**src/rtl/bram_rd_pkg.sv**
```systemverilog
// Shared types for the BRAM stream reader: sweep states, default
// geometry and the buffered stream entry.
package bram_rd_pkg;

  localparam int DEF_AWIDTH = 10;
  localparam int DEF_DWIDTH = 64;

  typedef enum logic [1:0] {
    ST_IDLE,
    ST_RUN,
    ST_DRAIN
  } state_t;

  typedef struct packed {
    logic [DEF_DWIDTH-1:0] data;
    logic                  last;
  } fifo_entry_t;

endpackage

```
**src/rtl/bram_rd_fifo.sv**
```systemverilog
// Small synchronous FIFO holding landed BRAM words until the stream
// consumer accepts them; head entry is read straight from storage flops.
module bram_rd_fifo
  import bram_rd_pkg::*;
#(
  parameter int WIDTH = DEF_DWIDTH + 1,
  parameter int DEPTH = 4
) (
  input  logic                       clk,
  input  logic                       rst_n,
  input  logic                       i_push,
  input  logic [WIDTH-1:0]           i_data,
  input  logic                       i_pop,
  output logic [WIDTH-1:0]           o_data,
  output logic                       o_empty,
  output logic [$clog2(DEPTH+1)-1:0] o_count
);

  localparam int AW = $clog2(DEPTH);
  localparam int CW = $clog2(DEPTH + 1);

  logic [WIDTH-1:0] r_mem [DEPTH];
  logic [AW-1:0]    r_wp;
  logic [AW-1:0]    r_rp;
  logic [CW-1:0]    r_cnt;

  always_ff @(posedge clk or negedge rst_n) begin
    if (!rst_n) begin
      r_wp  <= '0;
      r_rp  <= '0;
      r_cnt <= '0;
      for (int i = 0; i < DEPTH; i++) r_mem[i] <= '0;
    end else begin
      if (i_push) begin
        r_mem[r_wp] <= i_data;
        r_wp        <= r_wp + 1'b1;
      end
      if (i_pop) r_rp <= r_rp + 1'b1;
      r_cnt <= r_cnt + CW'(i_push) - CW'(i_pop);
    end
  end

  assign o_data  = r_mem[r_rp];
  assign o_empty = (r_cnt == '0);
  assign o_count = r_cnt;

endmodule

```
**src/rtl/bram_stream_reader.sv**
```systemverilog
// Sweeps BRAM port A over 0..last_addr and streams the words out,
// issuing only while in-flight reads plus buffered words fit the FIFO.
module bram_stream_reader
  import bram_rd_pkg::*;
#(
  parameter int DWIDTH     = DEF_DWIDTH,
  parameter int AWIDTH     = DEF_AWIDTH,
  parameter int RD_LATENCY = 1,
  parameter int FIFO_DEPTH = 4
) (
  input  logic              clk,
  input  logic              rst_n,
  input  logic              start,
  input  logic              stop,
  input  logic              loop_en,
  input  logic [AWIDTH-1:0] last_addr,
  output logic              bram_en_a,
  output logic              bram_we,
  output logic [AWIDTH-1:0] bram_addr,
  output logic [DWIDTH-1:0] bram_wr_data,
  input  logic [DWIDTH-1:0] bram_rd_data,
  output logic              m_valid,
  input  logic              m_ready,
  output logic [DWIDTH-1:0] m_data,
  output logic              m_last,
  output logic              busy,
  output logic              done,
  output logic [15:0]       wrap_count
);

  localparam int CW = $clog2(FIFO_DEPTH + 1);

  state_t                r_state, w_state_nx;
  logic [AWIDTH-1:0]     r_addr, w_addr_nx;
  logic [AWIDTH-1:0]     r_last_addr;
  logic                  r_loop;
  logic [15:0]           r_wrap, w_wrap_nx;
  logic                  r_done, w_done_nx;
  logic [RD_LATENCY-1:0] r_vld, r_lst;
  logic                  w_issue, w_at_last, w_pop, w_empty, w_credit;
  logic [CW-1:0]         w_count;
  logic [CW:0]           w_infl, w_outst;
  logic [DWIDTH:0]       w_head;

  bram_rd_fifo #(
    .WIDTH (DWIDTH + 1),
    .DEPTH (FIFO_DEPTH)
  ) u_fifo (
    .clk     (clk),
    .rst_n   (rst_n),
    .i_push  (r_vld[RD_LATENCY-1]),
    .i_data  ({bram_rd_data, r_lst[RD_LATENCY-1]}),
    .i_pop   (w_pop),
    .o_data  (w_head),
    .o_empty (w_empty),
    .o_count (w_count)
  );

  always_comb begin
    w_infl = '0;
    for (int i = 0; i < RD_LATENCY; i++)
      w_infl = w_infl + (CW+1)'(r_vld[i]);
  end

  // Outstanding is measured after this cycle's pop so a full FIFO
  // being drained still lets a read issue in the same cycle.
  assign w_pop     = !w_empty && m_ready;
  assign w_outst   = w_infl + {1'b0, w_count} - (CW+1)'(w_pop);
  assign w_credit  = w_outst < (CW+1)'(FIFO_DEPTH);
  assign w_at_last = (r_addr == r_last_addr);

  always_comb begin
    w_state_nx = r_state;
    w_addr_nx  = r_addr;
    w_wrap_nx  = r_wrap;
    w_issue    = 1'b0;
    w_done_nx  = 1'b0;
    unique case (r_state)
      ST_IDLE: begin
        if (start) begin
          w_state_nx = ST_RUN;
          w_addr_nx  = '0;
          w_wrap_nx  = '0;
        end
      end
      ST_RUN: begin
        if (stop) begin
          w_state_nx = ST_DRAIN;
        end else if (w_credit) begin
          w_issue = 1'b1;
          if (w_at_last) begin
            w_addr_nx = '0;
            if (!r_loop)
              w_state_nx = ST_DRAIN;
            else if (r_wrap != 16'hFFFF)
              w_wrap_nx = r_wrap + 16'd1;
          end else begin
            w_addr_nx = r_addr + 1'b1;
          end
        end
      end
      ST_DRAIN: begin
        if (w_outst == '0) begin
          w_state_nx = ST_IDLE;
          w_done_nx  = 1'b1;
        end
      end
      default: w_state_nx = ST_IDLE;
    endcase
  end

  always_ff @(posedge clk or negedge rst_n) begin
    if (!rst_n) begin
      r_state     <= ST_IDLE;
      r_addr      <= '0;
      r_last_addr <= '0;
      r_loop      <= 1'b0;
      r_wrap      <= '0;
      r_done      <= 1'b0;
      r_vld       <= '0;
      r_lst       <= '0;
    end else begin
      r_state <= w_state_nx;
      r_addr  <= w_addr_nx;
      r_wrap  <= w_wrap_nx;
      r_done  <= w_done_nx;
      r_vld   <= (r_vld << 1) | RD_LATENCY'(w_issue);
      r_lst   <= (r_lst << 1) | RD_LATENCY'(w_issue && w_at_last);
      if (r_state == ST_IDLE && start) begin
        r_last_addr <= last_addr;
        r_loop      <= loop_en;
      end
    end
  end

  assign bram_en_a    = w_issue;
  assign bram_we      = 1'b0;
  assign bram_addr    = r_addr;
  assign bram_wr_data = '0;
  assign m_valid      = !w_empty;
  assign m_data       = w_head[DWIDTH:1];
  assign m_last       = w_head[0];
  assign busy         = (r_state != ST_IDLE);
  assign done         = r_done;
  assign wrap_count   = r_wrap;

endmodule

```
**config.mk**
```make
export PLATFORM = sky130hd
export DESIGN_NAME = bram_stream_reader
export DESIGN_NICKNAME = d
export VERILOG_FILES = /design/src/rtl/bram_rd_pkg.sv /design/src/rtl/bram_rd_fifo.sv /design/src/rtl/bram_stream_reader.sv
export SDC_FILE = /design/constraint.sdc
export NUM_CORES = 1
export LEC_CHECK = 0
export BUFFER_PORTS_ARGS = -buffer_cell sky130_fd_sc_hd__buf_2
export CAP_MARGIN = 20
export CORE_ASPECT_RATIO = 1.25
export CORE_UTILIZATION = 49
export CTS_CLUSTER_DIAMETER = 120
export CTS_CLUSTER_SIZE = 12
export DETAILED_ROUTE_END_ITERATION = 8
export PLACE_DENSITY = 0.8
export SETUP_SLACK_MARGIN = 0.2
export SKIP_LAST_GASP = 1
export SLEW_MARGIN = 20
export SYNTH_ARGS = -nofsm -noshare
export SYNTH_HDL_FRONTEND = slang
export SYNTH_SLANG_ARGS = --single-unit
```
**constraint.sdc**
```tcl
create_clock -name clk -period 3.73 [get_ports clk]
set_input_delay 0.1865 -clock clk [delete_from_list [all_inputs] [get_ports clk]]
set_output_delay 0.1865 -clock clk [all_outputs]
set_load 0.1 [all_outputs]
```
# Word-level counts from Yosys, hierarchy flattened
# Cells that the tools add are included.
# word_totals
in_bits,80
ff_bits,309
# op_classes
order_cmp,4
eq_ne,14
mux,30
reduce_logical,13
n_bitwise,2
n_addsub,8
# ops
operator,n
$bwmux 260,1
$mux 65,3
$bmux 65 s2,1
$demux 65 s2,1
$mux 16,6
$mux 10,4
$pmux 16 s2,1
$pmux 10 s2,1
$add 16x1->16 const B,1
$ne 16x16->1 const B,1
$ne 2x2->1 const B,7
$mux 2,6
$add 10x1->10 const B,1
$eq 10x10->1,1
$ne 3x3->1 const B,3
$reduce_and 7->1,1
$ge 3x3->1 const B,2
$not 2->3,2
$pmux 2 s3,1
$mux 1,5
$reduce_and 5->1,1
$add 1x3->4,1
$add 2x1->2 const B,2
$logic_and 1x1->1,4
other kinds (13),14

# Longest topological paths before layout
# logic_depth
depth_word,9
mapped_depth,16
mapped_depth_nobuf,15

# Hierarchy
# Synthesis repeated with hierarchy kept, for this count alone.
# unflattened
hier_cells,1001
hier_area_um2,14734.1
# modules_own_cells
mod,cells_per_inst,instances,area_each_um2
bram_rd_fifo,662,1,11693.7
bram_stream_reader,339,1,3040.4

# Worst setup path after synthesis
# No wires, ideal clock.
# synth_timing
path_type,reg2reg
startpoint,"register u_fifo.r_cnt[1], in the netlist u_fifo.o_count[1]"
endpoint,"register r_wrap[5], in the netlist wrap_count[5]"
setup_ps,69
t_required_ps,3661
slack_ps,-1043
period_less_slack_ps,4773
t_arrival_ps,4705
path_stages_with_launch,17
path_cell_list,dfrtp_1 inv_1 nand3_1 and2_1 ha_1 inv_1 ha_1 inv_1 fa_1 xor2_1 a2111o_1 or3_4 clkinv_2 nand3_2 buf_6 or4_1 nand2_1
# synth_between
elab_chain_len,7
# synth_rtl
element,line,rtl
from (decl),bram_rd_fifo.sv:25,logic [CW-1:0] r_cnt;
from (signal assigned),bram_rd_fifo.sv:39,r_cnt <= r_cnt + CW'(i_push) - CW'(i_pop);
$logic_not 3->1,bram_rd_fifo.sv:44,assign o_empty = (r_cnt == '0);
$logic_not 1->1,n/a,
net m_valid,bram_stream_reader.sv:22,"output logic m_valid,"
$logic_and 1x1->1,bram_stream_reader.sv:67,assign w_pop = !w_empty && m_ready;
net u_fifo.i_pop,bram_rd_fifo.sv:13,"input logic i_pop,"
$sub 4x1->4,bram_stream_reader.sv:68,"assign w_outst = w_infl + {1'b0, w_count} - (CW+1)'(w_pop);"
net w_outst[2],bram_stream_reader.sv:42,"logic [CW:0] w_infl, w_outst;"
$lt 4x3->1,bram_stream_reader.sv:69,assign w_credit = w_outst < (CW+1)'(FIFO_DEPTH);
$ne 2x2->1 (no source line),n/a,
$reduce_and 7->1 (no source line),n/a,
to (signal assigned),bram_stream_reader.sv:125,r_wrap <= w_wrap_nx;
to (decl),bram_stream_reader.sv:37,"logic [15:0] r_wrap, w_wrap_nx;"
# The timed path passes the listed nets, and every way through them passes these cells.
# A chain may end at the register's enable or synchronous reset.

# Final worst setup path
# layout_timing
startpoint,"register u_fifo.r_cnt[2], in the netlist u_fifo.o_count[2]"
endpoint,output bram_en_a
# layout_between
elab_chain_len,8
# layout_rtl
element,line,rtl
$logic_not 3->1,bram_rd_fifo.sv:44,
$logic_not 1->1,bram_stream_reader.sv:67,
$logic_and 1x1->1,bram_stream_reader.sv:67,
net u_fifo.i_pop,bram_rd_fifo.sv:13,
$sub 4x1->4,bram_stream_reader.sv:68,
net w_outst[2],bram_stream_reader.sv:42,
$lt 4x3->1,bram_stream_reader.sv:69,
$mux 1,bram_stream_reader.sv:89,end else if (w_credit) begin
$mux 1,bram_stream_reader.sv:87,if (stop) begin
$mux 1,bram_stream_reader.sv:78,unique case (r_state)
to (decl),bram_stream_reader.sv:17,"output logic bram_en_a,"
# The timed path passes the listed nets, and every way through them passes these cells.

==> flow_summary.html <==
<table>
<tr><th>Metric</th><th>Value</th></tr>
<tr><th colspan="2">Outcome</th></tr>
<tr><td>Run status</td><td>completed</td></tr>
<tr><th colspan="2">Drt</th></tr>
<tr><td>Post-detailed-routing wire length</td><td>~29000 um</td></tr>
<tr><td>Post-DRT Antenna Nets</td><td>0</td></tr>
<tr><td>Number of vias per cell</td><td>roughly 5.5</td></tr>
<tr><td>Number of design rule violations left after detail routing</td><td>0</td></tr>
<tr><td>Detailed Routing Iterations Pass 1</td><td>4</td></tr>
<tr><td>Drt wl/cell</td><td>roughly 18 um</td></tr>
<tr><td>Vias</td><td>8719</td></tr>
<tr><td>Number of DRC violations after detailed-routing iteration 0</td><td>363</td></tr>
<tr><th colspan="2">Placement</th></tr>
<tr><td>Global placer's final weighted congestion</td><td>roughly 0.84</td></tr>
<tr><td>Count of input and output buffers</td><td>174</td></tr>
<tr><td>Placed wire-length estimate after detailed placement</td><td>around 18000 um</td></tr>
<tr><th colspan="2">Clock tree</th></tr>
<tr><td>Total clock buffers created by CTS</td><td>29</td></tr>
<tr><td>Deepest level of the CTS H-tree</td><td>1</td></tr>
<tr><td>CTS tree</td><td>built</td></tr>
<tr><td>Later-pin clock latency in the skew report</td><td>~0.55 ns</td></tr>
<tr><td>Maximum number of buffers from clock root to sink</td><td>3</td></tr>
<tr><td>Clock-pin slew on the worst setup and hold paths</td><td>0.06 ns</td></tr>
<tr><td>Clock root buffer</td><td>clkbuf_16</td></tr>
<tr><td>CTS Sinks</td><td>a little over 300</td></tr>
<tr><th colspan="2">Timing</th></tr>
<tr><td>Fin Setup TNS</td><td>0 ns</td></tr>
<tr><td>Number of setup violations in the final report</td><td>0</td></tr>
<tr><td>Transition time of the tightest slew-check pin</td><td>between 1 and 1.5 ns</td></tr>
<tr><td>Relative max-transition margin</td><td>0.268</td></tr>
<tr><td>Fraction of the cycle the final worst path needs</td><td>0.918</td></tr>
<tr><td>Final number of hold-violating endpoints</td><td>0</td></tr>
<tr><td>Shortest period the worst path allows</td><td>around 3.4 ns</td></tr>
<tr><td>Number of max-slew violations in the final report</td><td>0</td></tr>
<tr><td>Fmax</td><td>roughly 0.29 GHz</td></tr>
<tr><td>RSZ-0062 raised after global routing</td><td>no</td></tr>
<tr><td>Post-Route Skew</td><td>0.0123 ns</td></tr>
<tr><th colspan="2">Floorplan</th></tr>
<tr><td>Floorplan Core Area</td><td>0.0285 mm^2</td></tr>
<tr><td>I/O pin count</td><td>240</td></tr>
<tr><td>Area of the die</td><td>~0.030 mm^2</td></tr>
<tr><td>Vertical die dimension</td><td>roughly 190 um</td></tr>
<tr><td>Horizontal die dimension</td><td>about 150 um</td></tr>
<tr><td>Cell Rows</td><td>69</td></tr>
<tr><td>Starting utilization of the core area</td><td>0.499</td></tr>
<tr><th colspan="2">Synthesis</th></tr>
<tr><td>Number of cells produced by synthesis</td><td>~980</td></tr>
<tr><td>Parity-gate share of the synthesized area counting xor and xnor cells</td><td>0.00863</td></tr>
<tr><td>Post-synthesis register bit count</td><td>309</td></tr>
<tr><td>Fraction of the mapped netlist area in adder cells</td><td>0.0111</td></tr>
<tr><td>Primary FF master, synth</td><td>dfrtp_1</td></tr>
<tr><td>Synth async-reset ratio</td><td>1.00</td></tr>
<tr><td>Average cell area after synthesis</td><td>14.5 um^2</td></tr>
<tr><td>Largest family of logic cells by synthesized area</td><td>multiplexers</td></tr>
<tr><td>Synth cell types</td><td>48</td></tr>
<tr><td>Complex-gate fraction of the synthesized area</td><td>0.0300</td></tr>
<tr><td>Mux contribution to synthesized area</td><td>0.309</td></tr>
<tr><td>Synthesis warning total</td><td>0</td></tr>
<tr><td>Share of the yosys chip area belonging to registers</td><td>0.544</td></tr>
<tr><td>Count of flip-flops with a built-in enable after synthesis</td><td>0</td></tr>
<tr><td>Area of the mapped netlist</td><td>about 0.014 mm^2</td></tr>
<tr><td>Synth Area in Simple Gates</td><td>0.0450</td></tr>
<tr><th colspan="2">Finish</th></tr>
<tr><td>Fraction of final layout cells sized beyond drive strength 1</td><td>0.465</td></tr>
<tr><td>Final net count</td><td>about 1300</td></tr>
<tr><td>Number of inserted filler cells in the final layout</td><td>about 2200</td></tr>
<tr><td>P&amp;R area growth vs syn</td><td>19.2%</td></tr>
<tr><td>Area taken by flip-flops and latches</td><td>0.00774 mm^2</td></tr>
<tr><td>Multi-input combinational cell area</td><td>0.00607 mm^2</td></tr>
<tr><th colspan="2">Global routing</th></tr>
<tr><td>GRT Util Overall</td><td>0.201</td></tr>
<tr><td>First-pass GRT wire length</td><td>around 48000 um</td></tr>
<tr><td>GR Layer Usage met1</td><td>0.258</td></tr>
<tr><td>Initial antenna violation count</td><td>1</td></tr>
<tr><td>Largest net degree at the start of global routing</td><td>116</td></tr>
<tr><td>Via count of the first global-routing pass</td><td>between 9000 and 10000</td></tr>
<tr><td>GRT overflow</td><td>0</td></tr>
<tr><td>GR Layer Usage met2</td><td>0.354</td></tr>
<tr><td>Met3 track utilization from global routing</td><td>0.0353</td></tr>
<tr><td>Most utilized layer in the global route result</td><td>met2</td></tr>
<tr><th colspan="2">Setup path</th></tr>
<tr><td>Worst setup endpoint</td><td>bram_en_a</td></tr>
<tr><td>Setup slack, reg-to-reg</td><td>between 0.4 and 0.5 ns</td></tr>
<tr><td>Origin of the critical flop-to-flop path</td><td>u_fifo.o_count[2]</td></tr>
<tr><td>Endpoint of the lowest-slack register-to-register path</td><td>wrap_count[9]</td></tr>
<tr><td>Arrival time of data at the critical path endpoint</td><td>3.24 ns</td></tr>
<tr><td>CP startpoint</td><td>u_fifo.o_count[2]</td></tr>
<tr><td>Kind of end point of the critical path</td><td>output pin</td></tr>
<tr><td>Worst Path Class, Setup</td><td>flip-flop to output pin</td></tr>
<tr><td>Highest fanout seen on the critical path</td><td>6</td></tr>
<tr><td>Worst reg2reg path depth</td><td>15</td></tr>
<tr><td>Sort of element at the start of the critical path</td><td>flip-flop</td></tr>
<tr><td>Required time at the worst-slack endpoint</td><td>3.54 ns</td></tr>
<tr><th colspan="2">Job</th></tr>
<tr><td>Max Cap Violations</td><td>0</td></tr>
<tr><th colspan="2">Worst hold path</th></tr>
<tr><td>Beginning of the worst hold path</td><td>start</td></tr>
<tr><td>Hold/Removal Path Class</td><td>input pin to flip-flop</td></tr>
</table>
[sequential cells by signal, summed over array words and instances (netlist names)]
name / flops
r_vld: 1
u_fifo.o_count: 3
wrap_count: 16
r_loop: 1
u_fifo.r_rp: 2
r_last_addr: 10
r_state: 2
u_fifo.r_wp: 2
bram_addr: 10
done: 1
u_fifo.r_mem: 260
r_lst: 1
[worst max-delay path, stage by stage (launching register included)]
cell and delay, ns:
dfrtp_1 0.41, inv_2 0.11, nand3_4 0.07, and2_4 0.15, ha_4 0.21, inv_2 0.06
ha_4 0.13, inv_2 0.04, fa_2 0.34, xor2_1 0.17, a2111o_1 0.32, or3_4 0.43
clkinv_8 0.09, buf_12 0.17
[what timing repair did]
action / 4_1_cts / 5_1_grt
hold buffers: 78 / 0
gates resized for setup: 4 / 1
pin swaps: 1 / 1
endpoints found under the setup margin: 2 / 6
buffers inserted: 1 / 2
hold endpoints to repair: 381 / 0
[cells in the final DEF, fill, tap and decap left out, drive strengths merged, types with 2 or more instances in the layout]
cell type and count:
nor3 5, xor2 13, dlygate4sd3 78, a31oi 4, nor2b 7, a21oi 4
nand2 57, inv 11, a22o 8, dfrtp 309, buf 193, nand3 15
conb 65, mux4 65, and3 6, nor2 15, or4 2, nand4 4
clkbuf 31, nand2b 2, o21ai 21, ha 11, and2 6, nor4 3
o31ai 18, clkinv 2, mux2 260
[layer usage]
| metal | vias to the layer above | wire length [um] |
|---|---|---|
| li1 | 3934 | - |
| met1 | 4517 | 12400 |
| met2 | 232 | 14800 |
| met3 | 36 | 1460 |
| met4 | 0 | 473 |
| met5 | - | 0 |
[final cells by class]
type	instances	area share
sequential	309	0.457
multi-input combinational	609	0.358
timing repair buffer	271	0.111
clock buffer	31	0.0433
tap	355	0.0262
inverter	11	0.00318
clock inverter	2	0.000813
antenna	1	0.000148
[logic make-up (layout without fill, tap and decap cells)]
logic type,after synthesis,in the layout
muxes,325,325
adders and majority gates,12,12
and+or+nand+nor,130,130
DFF,309,309
buffers and inverters,127,315
AOI/OAI and AO/OA,63,63
xor gates and xnor gates,14,14
other,1,66
[cell usage after synthesis, types with 11 or more instances]
cell type  instances  area (um^2)
dfrtp_1          309         7730
mux2_2           260         2930
buf_4             65          488
mux4_2            65         1460
nand2_1           57          214
clkbuf_1          43          161
o21ai_0           21          105
o31ai_1           18          135
nor2_1            15         56.3
nand3_1           14         70.1
xor2_1            13          114
ha_1              11          138
[worst min path at each step]
| stage | end | slack, ns | depth (start not counted) |
|---|---|---|---|
| CTS | r_state[0] | 0.18 | 3 |
| floorplan | bram_addr[0] | -0.11 | 0 |
| global placement | u_fifo.r_mem[115] | 0.33 | 1 |
| detailed placement | u_fifo.r_mem[115] | 0.33 | 1 |
| global route | r_state[0] | 0.22 | 3 |
| finish | r_last_addr[0] | 0.20 | 4 |
[through the flow]
step | cells | hold WS, ns | utilization | setup slack, ns | area [um^2]
6_report | 1589 | 0.197 | 0.595 | 0.307 | 16900
5_1_grt | 1589 | 0.224 | 0.595 | 0.203 | 16900
4_1_cts | 1586 | 0.176 | 0.594 | 0.217 | 16900
3_5_place_dp | 1474 | 0.329 | 0.539 | 0.216 | 15400
3_3_place_gp | 1474 | 0.334 | 0.539 | 0.301 | 15400
2_1_floorplan | 1045 | -0.109 | - | 0.00684 | 14500
Power is left out: the tool's default activity adds up to more than one toggle a clock period on the data nets, which glitch-free logic cannot reach.
